**src/rtl/mem_arbiter.sv**
```systemverilog
// Arbitrates the single memory port between instruction fetch and load/store.
// One transaction in flight: IDLE accepts, REQ presents to memory, WAIT collects the reply.
module mem_arbiter #(
  parameter int XLEN           = 64,
  parameter int MAX_LSU_STREAK = 4,
  parameter int TIMEOUT_CYCLES = 255
) (
  input  logic            clk,
  input  logic            rst,
  input  logic            ifu_req_valid,
  output logic            ifu_req_ready,
  input  logic [XLEN-1:0] ifu_addr,
  output logic            ifu_rsp_valid,
  output logic [XLEN-1:0] ifu_rdata,
  input  logic            lsu_req_valid,
  output logic            lsu_req_ready,
  input  logic [XLEN-1:0] lsu_addr,
  input  logic            lsu_wen,
  input  logic [XLEN-1:0] lsu_wdata,
  input  logic [7:0]      lsu_wmask,
  output logic            lsu_rsp_valid,
  output logic [XLEN-1:0] lsu_rdata,
  output logic            mem_req_valid,
  input  logic            mem_req_ready,
  output logic [XLEN-1:0] mem_addr,
  output logic            mem_wen,
  output logic [XLEN-1:0] mem_wdata,
  output logic [7:0]      mem_wmask,
  input  logic            mem_rsp_valid,
  input  logic [XLEN-1:0] mem_rdata,
  output logic            timeout_err
);

  localparam int SW = $clog2(MAX_LSU_STREAK + 1);
  localparam int CW = $clog2(TIMEOUT_CYCLES + 1);
  localparam logic [SW-1:0] STREAK_MAX = SW'(MAX_LSU_STREAK);
  localparam logic [CW-1:0] CNT_MAX    = CW'(TIMEOUT_CYCLES);

  typedef enum logic [1:0] {
    ST_IDLE = 2'd0,
    ST_REQ  = 2'd1,
    ST_WAIT = 2'd2
  } state_t;

  state_t            state_r;
  state_t            state_s;
  logic              grant_ifu_s;
  logic              grant_lsu_s;
  logic              rsp_done_s;
  logic              timeout_s;
  logic [XLEN-1:0]   rsp_data_s;

  logic              owner_lsu_r;
  logic [XLEN-1:0]   addr_r;
  logic              wen_r;
  logic [XLEN-1:0]   wdata_r;
  logic [7:0]        wmask_r;
  logic [SW-1:0]     streak_r;
  logic [CW-1:0]     cnt_r;
  logic              ifu_rsp_valid_r;
  logic              lsu_rsp_valid_r;
  logic [XLEN-1:0]   ifu_rdata_r;
  logic [XLEN-1:0]   lsu_rdata_r;
  logic              timeout_err_r;

  // Grant decision, next state and WAIT exit conditions.
  always_comb begin
    state_s     = state_r;
    grant_ifu_s = 1'b0;
    grant_lsu_s = 1'b0;
    rsp_done_s  = 1'b0;
    timeout_s   = 1'b0;
    case (state_r)
      ST_IDLE: begin
        // IFU is forced through once LSU has used up its streak while IFU waited.
        if (lsu_req_valid && !(ifu_req_valid && (streak_r == STREAK_MAX))) begin
          grant_lsu_s = 1'b1;
          state_s     = ST_REQ;
        end else if (ifu_req_valid) begin
          grant_ifu_s = 1'b1;
          state_s     = ST_REQ;
        end else begin
          state_s     = ST_IDLE;
        end
      end
      ST_REQ: begin
        if (mem_req_ready) begin
          state_s = ST_WAIT;
        end else begin
          state_s = ST_REQ;
        end
      end
      ST_WAIT: begin
        if (mem_rsp_valid) begin
          rsp_done_s = 1'b1;
          state_s    = ST_IDLE;
        end else if (cnt_r == CNT_MAX) begin
          rsp_done_s = 1'b1;
          timeout_s  = 1'b1;
          state_s    = ST_IDLE;
        end else begin
          state_s    = ST_WAIT;
        end
      end
      default: begin
        state_s = ST_IDLE;
      end
    endcase
    if (timeout_s || wen_r) begin
      rsp_data_s = {XLEN{1'b0}};
    end else begin
      rsp_data_s = mem_rdata;
    end
  end

  assign ifu_req_ready = grant_ifu_s & ~rst;
  assign lsu_req_ready = grant_lsu_s & ~rst;
  assign mem_req_valid = (state_r == ST_REQ);
  assign mem_addr      = addr_r;
  assign mem_wen       = wen_r;
  assign mem_wdata     = wdata_r;
  assign mem_wmask     = wmask_r;
  assign ifu_rsp_valid = ifu_rsp_valid_r;
  assign lsu_rsp_valid = lsu_rsp_valid_r;
  assign ifu_rdata     = ifu_rdata_r;
  assign lsu_rdata     = lsu_rdata_r;
  assign timeout_err   = timeout_err_r;

  // State register.
  always_ff @(posedge clk or posedge rst) begin
    if (rst) begin
      state_r <= ST_IDLE;
    end else begin
      state_r <= state_s;
    end
  end

  // Latch the winning request; IFU and loads never carry write data or mask.
  always_ff @(posedge clk or posedge rst) begin
    if (rst) begin
      owner_lsu_r <= 1'b0;
      addr_r      <= {XLEN{1'b0}};
      wen_r       <= 1'b0;
      wdata_r     <= {XLEN{1'b0}};
      wmask_r     <= 8'h00;
    end else if (grant_lsu_s) begin
      owner_lsu_r <= 1'b1;
      addr_r      <= lsu_addr;
      wen_r       <= lsu_wen;
      wdata_r     <= lsu_wen ? lsu_wdata : {XLEN{1'b0}};
      wmask_r     <= lsu_wen ? lsu_wmask : 8'h00;
    end else if (grant_ifu_s) begin
      owner_lsu_r <= 1'b0;
      addr_r      <= ifu_addr;
      wen_r       <= 1'b0;
      wdata_r     <= {XLEN{1'b0}};
      wmask_r     <= 8'h00;
    end
  end

  // LSU streak counter and WAIT timeout counter.
  always_ff @(posedge clk or posedge rst) begin
    if (rst) begin
      streak_r <= {SW{1'b0}};
      cnt_r    <= {CW{1'b0}};
    end else begin
      if (grant_lsu_s && (streak_r != STREAK_MAX)) begin
        streak_r <= streak_r + SW'(1);
      end else if (grant_ifu_s) begin
        streak_r <= {SW{1'b0}};
      end
      if ((state_r == ST_REQ) && mem_req_ready) begin
        cnt_r <= {CW{1'b0}};
      end else if (state_r == ST_WAIT) begin
        cnt_r <= cnt_r + CW'(1);
      end
    end
  end

  // Registered response pulse to the owner; rdata holds between responses.
  always_ff @(posedge clk or posedge rst) begin
    if (rst) begin
      ifu_rsp_valid_r <= 1'b0;
      lsu_rsp_valid_r <= 1'b0;
      ifu_rdata_r     <= {XLEN{1'b0}};
      lsu_rdata_r     <= {XLEN{1'b0}};
      timeout_err_r   <= 1'b0;
    end else begin
      ifu_rsp_valid_r <= rsp_done_s & ~owner_lsu_r;
      lsu_rsp_valid_r <= rsp_done_s & owner_lsu_r;
      timeout_err_r   <= timeout_s;
      if (rsp_done_s && owner_lsu_r) begin
        lsu_rdata_r <= rsp_data_s;
      end else if (rsp_done_s) begin
        ifu_rdata_r <= rsp_data_s;
      end
    end
  end

endmodule
```
**config.mk**
```make
export PLATFORM = sky130hd
export DESIGN_NAME = mem_arbiter
export DESIGN_NICKNAME = d
export VERILOG_FILES = /design/src/rtl/mem_arbiter.sv
export SDC_FILE = /design/constraint.sdc
export NUM_CORES = 1
export LEC_CHECK = 0
export CAP_MARGIN = 30
export CORE_AREA = 2 2 209 211
export DETAILED_ROUTE_END_ITERATION = 7
export DIE_AREA = 0 0 211 213
export GPL_TIMING_DRIVEN = 0
export PLACE_DENSITY = 0.57
export SYNTH_ARGS = -nofsm -noshare
export SYNTH_HDL_FRONTEND = slang
export SYNTH_SLANG_ARGS = --single-unit
```
**constraint.sdc**
```tcl
create_clock -name clk -period 15.4 [get_ports clk]
set_input_delay 2.31 -clock clk [delete_from_list [all_inputs] [get_ports clk]]
set_output_delay 2.31 -clock clk [all_outputs]
set_load 0.01 [all_outputs]
```
==> results of run 1 <==
[critical path: stages]
cell             delay [ns]
clkdlybuf4s50_1        0.49
or3b_2                 0.44
clkbuf_1               0.21
clkbuf_1               0.39
buf_2                  0.33
nor3_1                 0.18
clkdlybuf4s50_1        0.76
[path summary, 6_finish.rpt]
kind / start / endpoint / cells past startpoint
hold reg to reg: cnt_r[5] / cnt_r[5] / 1
hold / removal: cnt_r[5] / cnt_r[5] / 1
min in group asynchronous: rst / mem_addr[11] / 2
setup / recovery: ifu_req_valid / ifu_req_ready / 7
max in group asynchronous: rst / ifu_rdata[38] / 3
setup reg to reg: cnt_r[0] / ifu_rdata[43] / 6
[flip-flops by register name, indices dropped and copies added, names as in the netlist]
register and cells:
streak_r 3, mem_wmask 8, owner_lsu_r 1, mem_addr 64, cnt_r 8, lsu_rsp_valid 1
ifu_rsp_valid 1, ifu_rdata 64, mem_wen 1, timeout_err 1, state_r 2, mem_wdata 64
lsu_rdata 64
[placed cells by master (no fill, tap or decap), types with 27 or more instances in the layout]
cell type and count:
nand2b_1 129, nor2_1 27, nand2_1 164, clkbuf_1 109
o21ai_0 167, nor3_1 88, a32oi_1 128, o21ai_1 39
clkbuf_16 37, o211ai_1 74, dfrtp_1 282, clkdlybuf4s50_1 540
buf_2 31, a31oi_1 42
[stage by stage]
stage               setup slack, ns  std cells  instance area [µm²]
floorplan                      5.31       1367                13300
global placement              0.919       2453                19400
detailed placement             7.96       2455                19400
CTS                            7.96       2520                20600
global route                   7.84       2523                20600
finish                         7.98       2524                20600
[metal layers]
metal / share of wire (%) / vias to the layer above
li1: - / 6192
met1: 38 / 6719
met2: 50 / 562
met3: 8.1 / 95
met4: 3.6 / 4
met5: 0.050 / -
[cell type report]
cell class                      count  area, µm²  share of cell area (%)
Timing Repair Buffer              542       5460                    26.5
Sequential cell                   282       7060                    34.2
Antenna cell                        4       10.0                  0.0485
Buffer                            153        644                    3.12
Tap cell                          546        683                    3.31
Multi-Input combinational cell    924       5550                    26.9
Clock buffer                       50       1020                    4.97
Inverter                            8       37.5                   0.182
Clock inverter                     15        166                   0.807
[logic make-up (layout without fill, tap and decap cells)]
group | Yosys count | in the layout | share of synthesized area [%]
DFF | 282 | 282 | 53.2
and+or+nand+nor | 433 | 433 | 16.0
muxes | 5 | 5 | 0.386
xor gates and xnor gates | 2 | 2 | 0.132
adders and majority gates | 3 | 3 | 0.283
other | 0 | 4 | 0
buffers and inverters | 161 | 768 | 5.08
AOI/OAI and AO/OA | 481 | 481 | 24.9
[power by group]
group          internal, mW  leakage [nW]  switching [mW]  total, mW
logic                 0.781          4.21           0.851       1.63
registers              1.01          3.10           0.196       1.20
clock network         0.517         0.585           0.346      0.864
total                  2.31          7.90            1.39       3.70
==> metrics.md, run 1 <==
| Metric | Value |
|---|---|
| Status | `completed` |
| Gpl congestion | `0.916` |
| Top cell type's share of synthesized area | `about 53%` |
| Largest net degree at the start of global routing | `about 120` |
| GR Util met3 | `under 10%` |
| Final Cycle Share | `about half` |
| Reg2Reg Setup Slack | `about 13 ns` |
| Share of cells above drive strength 1 | `under 10%` |
| Synth Flop Type | `dfrtp_1` |
| DRT Pass-1 Iters | `5` |
| Reg clk slew, reported paths | `~0.05 ns` |
| Fmax | `0.135 GHz` |
| Busiest layer in global routing | `met2` |
| Setup bufs post-CTS | `0` |
| Startpoint types | `input pin` |
| Post-synthesis cell count | `1367` |
| Initial antenna violation count | `5` |
| Post-route core utilization | `48.3%` |
| H-tree levels | `2` |
| Pwr Total | `between 3 and 4 mW` |
| DIE AREA | `~45000 µm²` |
| DP HPWL | `46.2 mm` |
| CTS max path bufs | `3` |
| Gr ovfl total | `0` |
| First-pass GRT wire length | `around 88 mm` |
| Slew Viols, Final | `0` |
| Via/cell ratio | `5.38` |
| P&R area growth vs syn | `55.4%` |
| Via count | `~14000` |
| Power per Cell Area | `around 180 nW/µm²` |
| Fillers | `~4000` |
| Vias in the first global route | `between 10000 and 15000` |
| Root Driver | `clkbuf_16` |
| TritonCTS Buffers | `36` |
| VDD IR max | `0.0941 mV` |
| Slew @ Worst Pin | `0.788 ns` |
| Share of the yosys chip area belonging to registers | `between 50% and 60%` |
| Starting Density | `between 30% and 40%` |
| Mapped Area | `around 13000 µm²` |
| Total nets after synthesis | `roughly 1600` |
| Post-DRT Antenna Nets | `0` |
| EDFF count, synth | `0` |
| Iter 0 DRT Violations | `a little over 1000` |
| Fin. Hold Viols | `0` |
| Gr usage total | `26.1%` |
| Synth area leader | `dfrtp_1` |
| CTS tree | `yes` |
| Synth cell types | `39` |
| Nets | `approximately 2200` |
| Post-cts resize count | `0` |
| Critical Path AT | `5.11 ns` |
| Synth top area cells | `dfrtp_1, a32oi_1, o21ai_0, nand2b_1, nand2_1` |
| DR DRC count | `0` |
| Setup violators final | `0` |
| Most frequent cells after synthesis | `dfrtp_1, o21ai_0, nand2_1` |
| IO Pins | `542` |
| Ys async rst share | `100%` |
| Ys Warns | `0` |
| Synth Area per Inst | `about 9.7 µm²` |
| Row count | `76` |
| Die W | `~210 µm` |
| RSZ-0062 raised after global routing | `false` |
| Hold buffer count at CTS | `0` |
| Worst Setup End Kind | `output port` |
| WS Path Type | `input pin to output port` |
| Rel. slew slack | `a little under half` |
| Max_cap viols | `0` |
| Hold crit path type | `flip-flop to flip-flop` |
| Met1 Resource Use GR | `between 20% and 30%` |
| M2 GR Usage | `a little under half` |
| Most common cell in the netlist | `dfrtp_1` |
| CP max FO | `10` |
| Synthesized flop and latch total | `282` |
| Placeable Area | `42700 µm²` |
| Leakage Power | `between 7 and 8 nW` |
| Min Tclk post-route | `7.42 ns` |
| TNS Setup | `0 ns` |
| Skew final | `approximately 0.018 ns` |
| Hold_ws | `between 0.4 and 0.5 ns` |
| WL/cell | `around 24 µm` |
| Critical path required time | `13.09 ns` |
| Die H | `approximately 210 µm` |
| IO buf count | `540` |
| CTS sink cnt | `about 280` |
| Clk Latency, worst-skew pair | `0.56 ns` |
| Post-Route WL | `60.4 mm` |
Power figures use the tool's default switching activity.
==> run 2: changes to the inputs <==
--- a/config.mk
+++ b/config.mk
@@ -6,11 +6,11 @@
 export NUM_CORES = 1
 export LEC_CHECK = 0
 export CAP_MARGIN = 30
-export CORE_AREA = 2 2 209 211
+export CORE_AREA = 2 2 211 213
 export DETAILED_ROUTE_END_ITERATION = 7
-export DIE_AREA = 0 0 211 213
+export DIE_AREA = 0 0 213 215
 export GPL_TIMING_DRIVEN = 0
-export PLACE_DENSITY = 0.57
+export PLACE_DENSITY = 0.58
 export SYNTH_ARGS = -nofsm -noshare
 export SYNTH_HDL_FRONTEND = slang
 export SYNTH_SLANG_ARGS = --single-unit
==> constraint.sdc (replaced) <==
create_clock -name clk -period 6.65 [get_ports clk]
set_input_delay 0.9975 -clock clk [delete_from_list [all_inputs] [get_ports clk]]
set_output_delay 0.9975 -clock clk [all_outputs]
set_load 0.01 [all_outputs]
==> metrics.md, run 2 (synthesis gave the netlist of run 1 again) <==
| Metric | Value |
|---|---|
| Placement-stage cell area | `19600 µm² (+0.92%)` |
| Root Driver | `clkbuf_16` |
| WP buf/inv | `5 (unchanged)` |
| First-pass GRT wire length | `88.5 mm (+0.34%)` |
| Setup violators final | `0 (unchanged)` |
| Status | `completed` |
| Reg clk slew, reported paths | `0.06 ns (about the same)` |
| Fmax | `0.206 GHz` |
| Most frequent cells in the layout | `clkdlybuf4s50_1, dfrtp_1, o21ai_0, nand2_1, nand2b_1` |
| Gr ovfl total | `0 (unchanged)` |
| Starting Density | `30.4% (-0.67 points)` |
| Leakage Power | `7.97 nW (+0.92%)` |
| IO buf count | `540 (unchanged)` |
| Post-DRT Antenna Nets | `0 (unchanged)` |
| Largest net degree at the start of global routing | `37 (-70%)` |
| Slew @ Worst Pin | `0.923 ns (+0.135 ns)` |
| TritonCTS Buffers | `36 (unchanged)` |
| Power per Cell Area | `410 nW/µm² (+130%)` |
| DR DRC count | `0 (unchanged)` |
| Rel. slew slack | `38.4% (-9.0 points)` |
| P&R area growth vs syn | `56.9%` |
| IO Pins | `542 (unchanged)` |
| Post-cts resize count | `0 (unchanged)` |
| Die H | `215 µm (+0.94%)` |
| Skew final | `0.0208 ns (+0.00293 ns)` |
| Via count | `13656 (+0.62%)` |
| Gpl congestion | `0.929 (+1.5%)` |
| Critical Path AT | `3.85 ns (-1.26 ns)` |
| Final instance area | `20800 µm² (+1.0%)` |
| Worst Setup End Kind | `output port` |
| Final Cycle Share | `around 73%` |
| Vias in the first global route | `13763 (+0.50%)` |
| DRT Pass-1 Iters | `5 (unchanged)` |
| Nets | `2228 (+0.32%)` |
| Setup bufs post-CTS | `0 (unchanged)` |
| Iter 0 DRT Violations | `989 (-1.8%)` |
| CTS max path bufs | `3 (unchanged)` |
| Placeable Area | `43600 µm² (+2.2%)` |
| Critical path required time | `5.65 ns (-7.44 ns)` |
| CTS tree | `yes` |
| H-tree levels | `2 (unchanged)` |
| Fillers | `4187 (+4.8%)` |
| Crit-path slowest cell | `clkdlybuf4s50_1` |
| Initial antenna violation count | `13 (+8)` |
| RSZ-0062 raised after global routing | `false` |
| CP top delay family | `buffers and inverters` |
| Hold buffer count at CTS | `0 (unchanged)` |
| Multi-input gate area | `5550 µm² (unchanged)` |
| Fin. Hold Viols | `0 (unchanged)` |
| Hold_ws | `0.493 ns (+0.0168 ns)` |
| DIE AREA | `45800 µm² (+1.9%)` |
| Via/cell ratio | `5.29 (-1.6%)` |
| Hold crit path type | `flip-flop to flip-flop` |
| Slew Viols, Final | `0 (unchanged)` |
| Clk Latency, worst-skew pair | `0.55 ns (about the same)` |
| CP max FO | `10 (unchanged)` |
| WL/cell | `23.2 µm (-3.0%)` |
| Worst path cell trace | `clkdlybuf4s50_1, or3b_2, clkbuf_1, clkbuf_1, buf_2, nor3_1, clkdlybuf4s50_1` |
| VDD IR max | `0.217 mV (+130%)` |
| Most common cell after layout, fill and taps aside | `clkdlybuf4s50_1` |
| Max_cap viols | `0 (unchanged)` |
| Die W | `213 µm (+0.95%)` |
| CTS sink cnt | `282 (unchanged)` |
| Share of cells above drive strength 1 | `6.66% (+0.43 points)` |
| Post-route core utilization | `47.7% (-0.58 points)` |
| Reg area | `7060 µm² (unchanged)` |
| WS Path Type | `input pin to output port` |
| Post-Route WL | `59.9 mm (-0.79%)` |
| Pwr Total | `8.54 mW (+130%)` |
| DP HPWL | `46.4 mm (+0.50%)` |
| Startpoint types | `input pin` |
| CP max stage delay | `0.76 ns (about the same)` |
| Row count | `77 (+1.3%)` |
| Gr usage total | `25.7% (-0.43 points)` |
| Min Tclk post-route | `around 4.8 ns` |
## run 2: changes by cell type in the layout (fill, tap and decap cells not counted)
| cell | previous run | this run |
|---|---|---|
| bufinv_16 | 3 | 1 |
| clkinvlp_4 | 2 | 1 |
| clkbuf_8 | 5 | 13 |
| clkbuf_1 | 109 | 107 |
| clkinv_2 | 7 | 5 |
| clkinv_4 | 1 | 0 |
| diode_2 | 4 | 8 |
| inv_6 | 2 | 3 |
| inv_8 | 1 | 0 |
| buf_16 | 2 | 0 |
| buf_12 | 0 | 9 |
## run 2: worst reg2reg max path, stage by stage (launching register included)
cell and delay (ns):
dfrtp_1 0.39, ha_1 0.26, nand4_1 0.13, nor2_1 0.51
clkbuf_1 0.76, clkbuf_1 0.47, o21ai_0 0.19
## run 2: per-layer routing
layer,up-vias,share of wire [%],track usage (%)
li1,6221,-,-
met1,6762,37,29.3
met2,552,50,44.3
met3,111,8.5,7.51
met4,10,4.4,11.6
met5,-,0.12,0
## run 2: per-stage QoR
step           worst slack [ns]  setup TNS (ns)  std cells
4_1_cts                    1.76               0       2573
5_1_grt                    1.65               0       2579
2_1_floorplan              1.92               0       1367
6_report                   1.80               0       2581
3_5_place_dp               1.79               0       2508
3_3_place_gp             -0.545         -146.05       2499
## run 2: layout make-up
class / count / area share (%)
multi-input cells: 924 / 26.6
well taps: 592 / 3.56
plain buffers: 153 / 3.09
flip-flops and latches: 282 / 33.9
clock inverters: 9 / 0.390
clock buffers: 56 / 5.41
inverters: 8 / 0.162
repair buffers: 549 / 26.8
diodes: 8 / 0.0961
## run 2: report_power, final
group / switching (mW) / internal (mW)
clock: 0.783 / 1.21
sequential: 0.451 / 2.34
combinational: 1.95 / 1.82
## run 2: worst paths after layout
check | cells past startpoint | endpoint | start | slack [ns]
worst max register to register | 6 | ifu_rdata[39] | cnt_r[0] | 3.79
worst min-delay path | 1 | cnt_r[7] | cnt_r[7] | 0.49
worst max-delay path | 7 | ifu_req_ready | ifu_req_valid | 1.80
worst min register to register | 1 | cnt_r[7] | cnt_r[7] | 0.49
min in group asynchronous | 2 | mem_wen | rst | 1.00
max in group asynchronous | 7 | ifu_rdata[31] | rst | 4.11
==> run 3: changes to the inputs <==
--- a/config.mk
+++ b/config.mk
@@ -6,11 +6,11 @@
 export NUM_CORES = 1
 export LEC_CHECK = 0
 export CAP_MARGIN = 30
-export CORE_AREA = 2 2 211 213
+export CORE_AREA = 2 2 209 211
 export DETAILED_ROUTE_END_ITERATION = 7
-export DIE_AREA = 0 0 213 215
+export DIE_AREA = 0 0 211 213
 export GPL_TIMING_DRIVEN = 0
-export PLACE_DENSITY = 0.58
+export PLACE_DENSITY = 0.57
 export SYNTH_ARGS = -nofsm -noshare
 export SYNTH_HDL_FRONTEND = slang
 export SYNTH_SLANG_ARGS = --single-unit
==> constraint.sdc (replaced) <==
create_clock -name clk -period 5 [get_ports clk]
set_input_delay 0.75 -clock clk [delete_from_list [all_inputs] [get_ports clk]]
set_output_delay 0.75 -clock clk [all_outputs]
set_load 0.01 [all_outputs]
==> metrics.md, run 3 (synthesis gave the netlist of run 1 again) <==
| Metric | Value |
|---|---|
| Status | `completed` |
| Worst Hold Depth | `1 (unchanged)` |
| DIE AREA | `44900 µm² (-1.9%)` |
| CTS max path bufs | `3 (unchanged)` |
| Setup violators final | `0 (unchanged)` |
| Crit-path slowest cell | `nor3_1` |
| Placeable Area | `42700 µm² (-2.2%)` |
| Largest net degree at the start of global routing | `40 (+8.1%)` |
| DP HPWL | `47.2 mm (+1.6%)` |
| Worst Setup End Kind | `output port` |
| Most common cell after layout, fill and taps aside | `clkdlybuf4s50_1` |
| Via count | `13619 (-0.27%)` |
| DR DRC count | `0 (unchanged)` |
| Skew final | `0.0126 ns (-0.00821 ns)` |
| Row count | `76 (-1.3%)` |
| Post-cts resize count | `0 (unchanged)` |
| First-pass GRT wire length | `88.6 mm (+0.20%)` |
| Leakage Power | `7.95 nW (-0.18%)` |
| Reg clk slew, reported paths | `0.05 ns (about the same)` |
| Max_cap viols | `0 (unchanged)` |
| Critical Path AT | `4.09 ns (+0.24 ns)` |
| Vias in the first global route | `13825 (+0.45%)` |
| Final instance area | `20800 µm² (-0.28%)` |
| Placement-stage cell area | `19500 µm² (-0.40%)` |
| TritonCTS Buffers | `36 (unchanged)` |
| VDD IR max | `0.253 mV (+17%)` |
| Clk Latency, worst-skew pair | `0.55 ns (about the same)` |
| CTS tree | `yes` |
| Gpl congestion | `0.891 (-4.2%)` |
| Power per Cell Area | `551 nW/µm² (+34%)` |
| Worst path cell trace | `clkdlybuf4s50_1, or3b_2, clkbuf_1, clkbuf_1, buf_2, nor3_1, clkdlybuf4s50_1` |
| H-tree levels | `2 (unchanged)` |
| Die W | `211 µm (-0.94%)` |
| TNS Setup | `0 ns (unchanged)` |
| RSZ-0062 raised after global routing | `false` |
| Hold buffer count at CTS | `0 (unchanged)` |
| Startpoint types | `input pin` |
| Setup WS pre-CTS | `0.179 ns (-1.61 ns)` |
| CTS sink cnt | `282 (unchanged)` |
| P&R area growth vs syn | `56.5%` |
| R2r worst-path depth | `6 (unchanged)` |
| Setup bufs post-CTS | `0 (unchanged)` |
| Rel. slew slack | `33.6% (-4.9 points)` |
| Final Cycle Share | `96.7%` |
| Share of cells above drive strength 1 | `6.37% (-0.30 points)` |
| WS Path Type | `input pin to output port` |
| Slew Viols, Final | `0 (unchanged)` |
| IO Pins | `542 (unchanged)` |
| Post-DRT Antenna Nets | `0 (unchanged)` |
| Nets | `2227 (-0.045%)` |
| CP max FO | `10 (unchanged)` |
| Fin. Hold Viols | `0 (unchanged)` |
| Final WS setup | `0.164 ns (-1.64 ns)` |
| Min Tclk post-route | `4.84 ns` |
| WL/cell | `23.9 µm (+2.8%)` |
| Via/cell ratio | `5.37 (+1.5%)` |
| IO buf count | `540 (unchanged)` |
| Initial antenna violation count | `15 (+2)` |
| Gr ovfl total | `0 (unchanged)` |
| Die H | `213 µm (-0.93%)` |
| Post-Route WL | `60.5 mm (+1.0%)` |
| Root Driver | `clkbuf_16` |
| Post-route core utilization | `48.7% (+0.92 points)` |
| Fmax | `approximately 0.21 GHz` |
| Critical path required time | `4.25 ns (-1.40 ns)` |
| Hold crit path type | `flip-flop to flip-flop` |
| Gr usage total | `26.3% (+0.62 points)` |
| Slew @ Worst Pin | `0.989 ns (+0.0657 ns)` |
| Starting Density | `31.1% (+0.67 points)` |
| Hold_ws | `0.479 ns (-0.0136 ns)` |
| Most frequent cells in the layout | `clkdlybuf4s50_1, dfrtp_1, o21ai_0, nand2_1, nand2b_1` |
| CP max stage delay | `0.81 ns (+0.05 ns)` |
| Iter 0 DRT Violations | `880 (-11%)` |
| DRT Pass-1 Iters | `5 (unchanged)` |
==> run 3: changes by cell type in the layout (fill, tap and decap cells not counted), sizes merged <==
cell,change
bufinv,+2
buf,-1
inv,-1
clkbuf,+1
diode,+2
clkinv,-3
==> run 3: area by class of cell <==
type / instances / area, µm²
plain buffers: 153 / 644
inverters: 8 / 33.8
clock buffers: 57 / 1100
repair buffers: 548 / 5570
fillers: 4047 / 21900
multi-input cells: 924 / 5550
clock inverters: 7 / 121
diodes: 10 / 25.0
flip-flops and latches: 282 / 7060
well taps: 546 / 683
==> run 3: critical path: cells and delay by family <==
kind / cells / cell delay [ns]
buf+inv: 5 / 2.07
simple gates: 2 / 1.25
==> run 3: power breakdown <==
group / switching [mW] / internal, mW / total (mW) / leakage, nW
Combinational: 2.63 / 2.41 / 5.05 / 4.25
Clock: 1.04 / 1.67 / 2.70 / 0.599
Sequential: 0.589 / 3.11 / 3.70 / 3.10
==> run 3: layer usage <==
layer	vias up	part of all wire, %	routed length, µm	global-route usage [%]
met2	552	50	30100	45.7
met1	6740	38	22800	29.6
met5	-	0.17	100	0
met4	14	4.6	2770	13.1
li1	6205	-	-	-
met3	108	7.9	4780	7.60
==> run 3: worst paths after layout <==
path / from / endpoint / slack [ns]
worst max register to register: cnt_r[0] / ifu_rdata[44] / 2.38
min in group asynchronous: rst / mem_addr[3] / 0.75
max in group asynchronous: rst / ifu_rdata[35] / 3.06
worst min-delay path: cnt_r[5] / cnt_r[5] / 0.48
worst max-delay path: ifu_req_valid / ifu_req_ready / 0.16
worst min register to register: cnt_r[5] / cnt_r[5] / 0.48
==> run 3: through the flow <==
| stage | power, mW | cells |
|---|---|---|
| final | 11.4 | 2535 |
| after global routing | 12.1 | 2532 |
| after CTS | 11.5 | 2525 |
| after detailed placement | 8.79 | 2461 |
| after global placement | 8.71 | 2453 |
| after floorplan | 5.87 | 1367 |
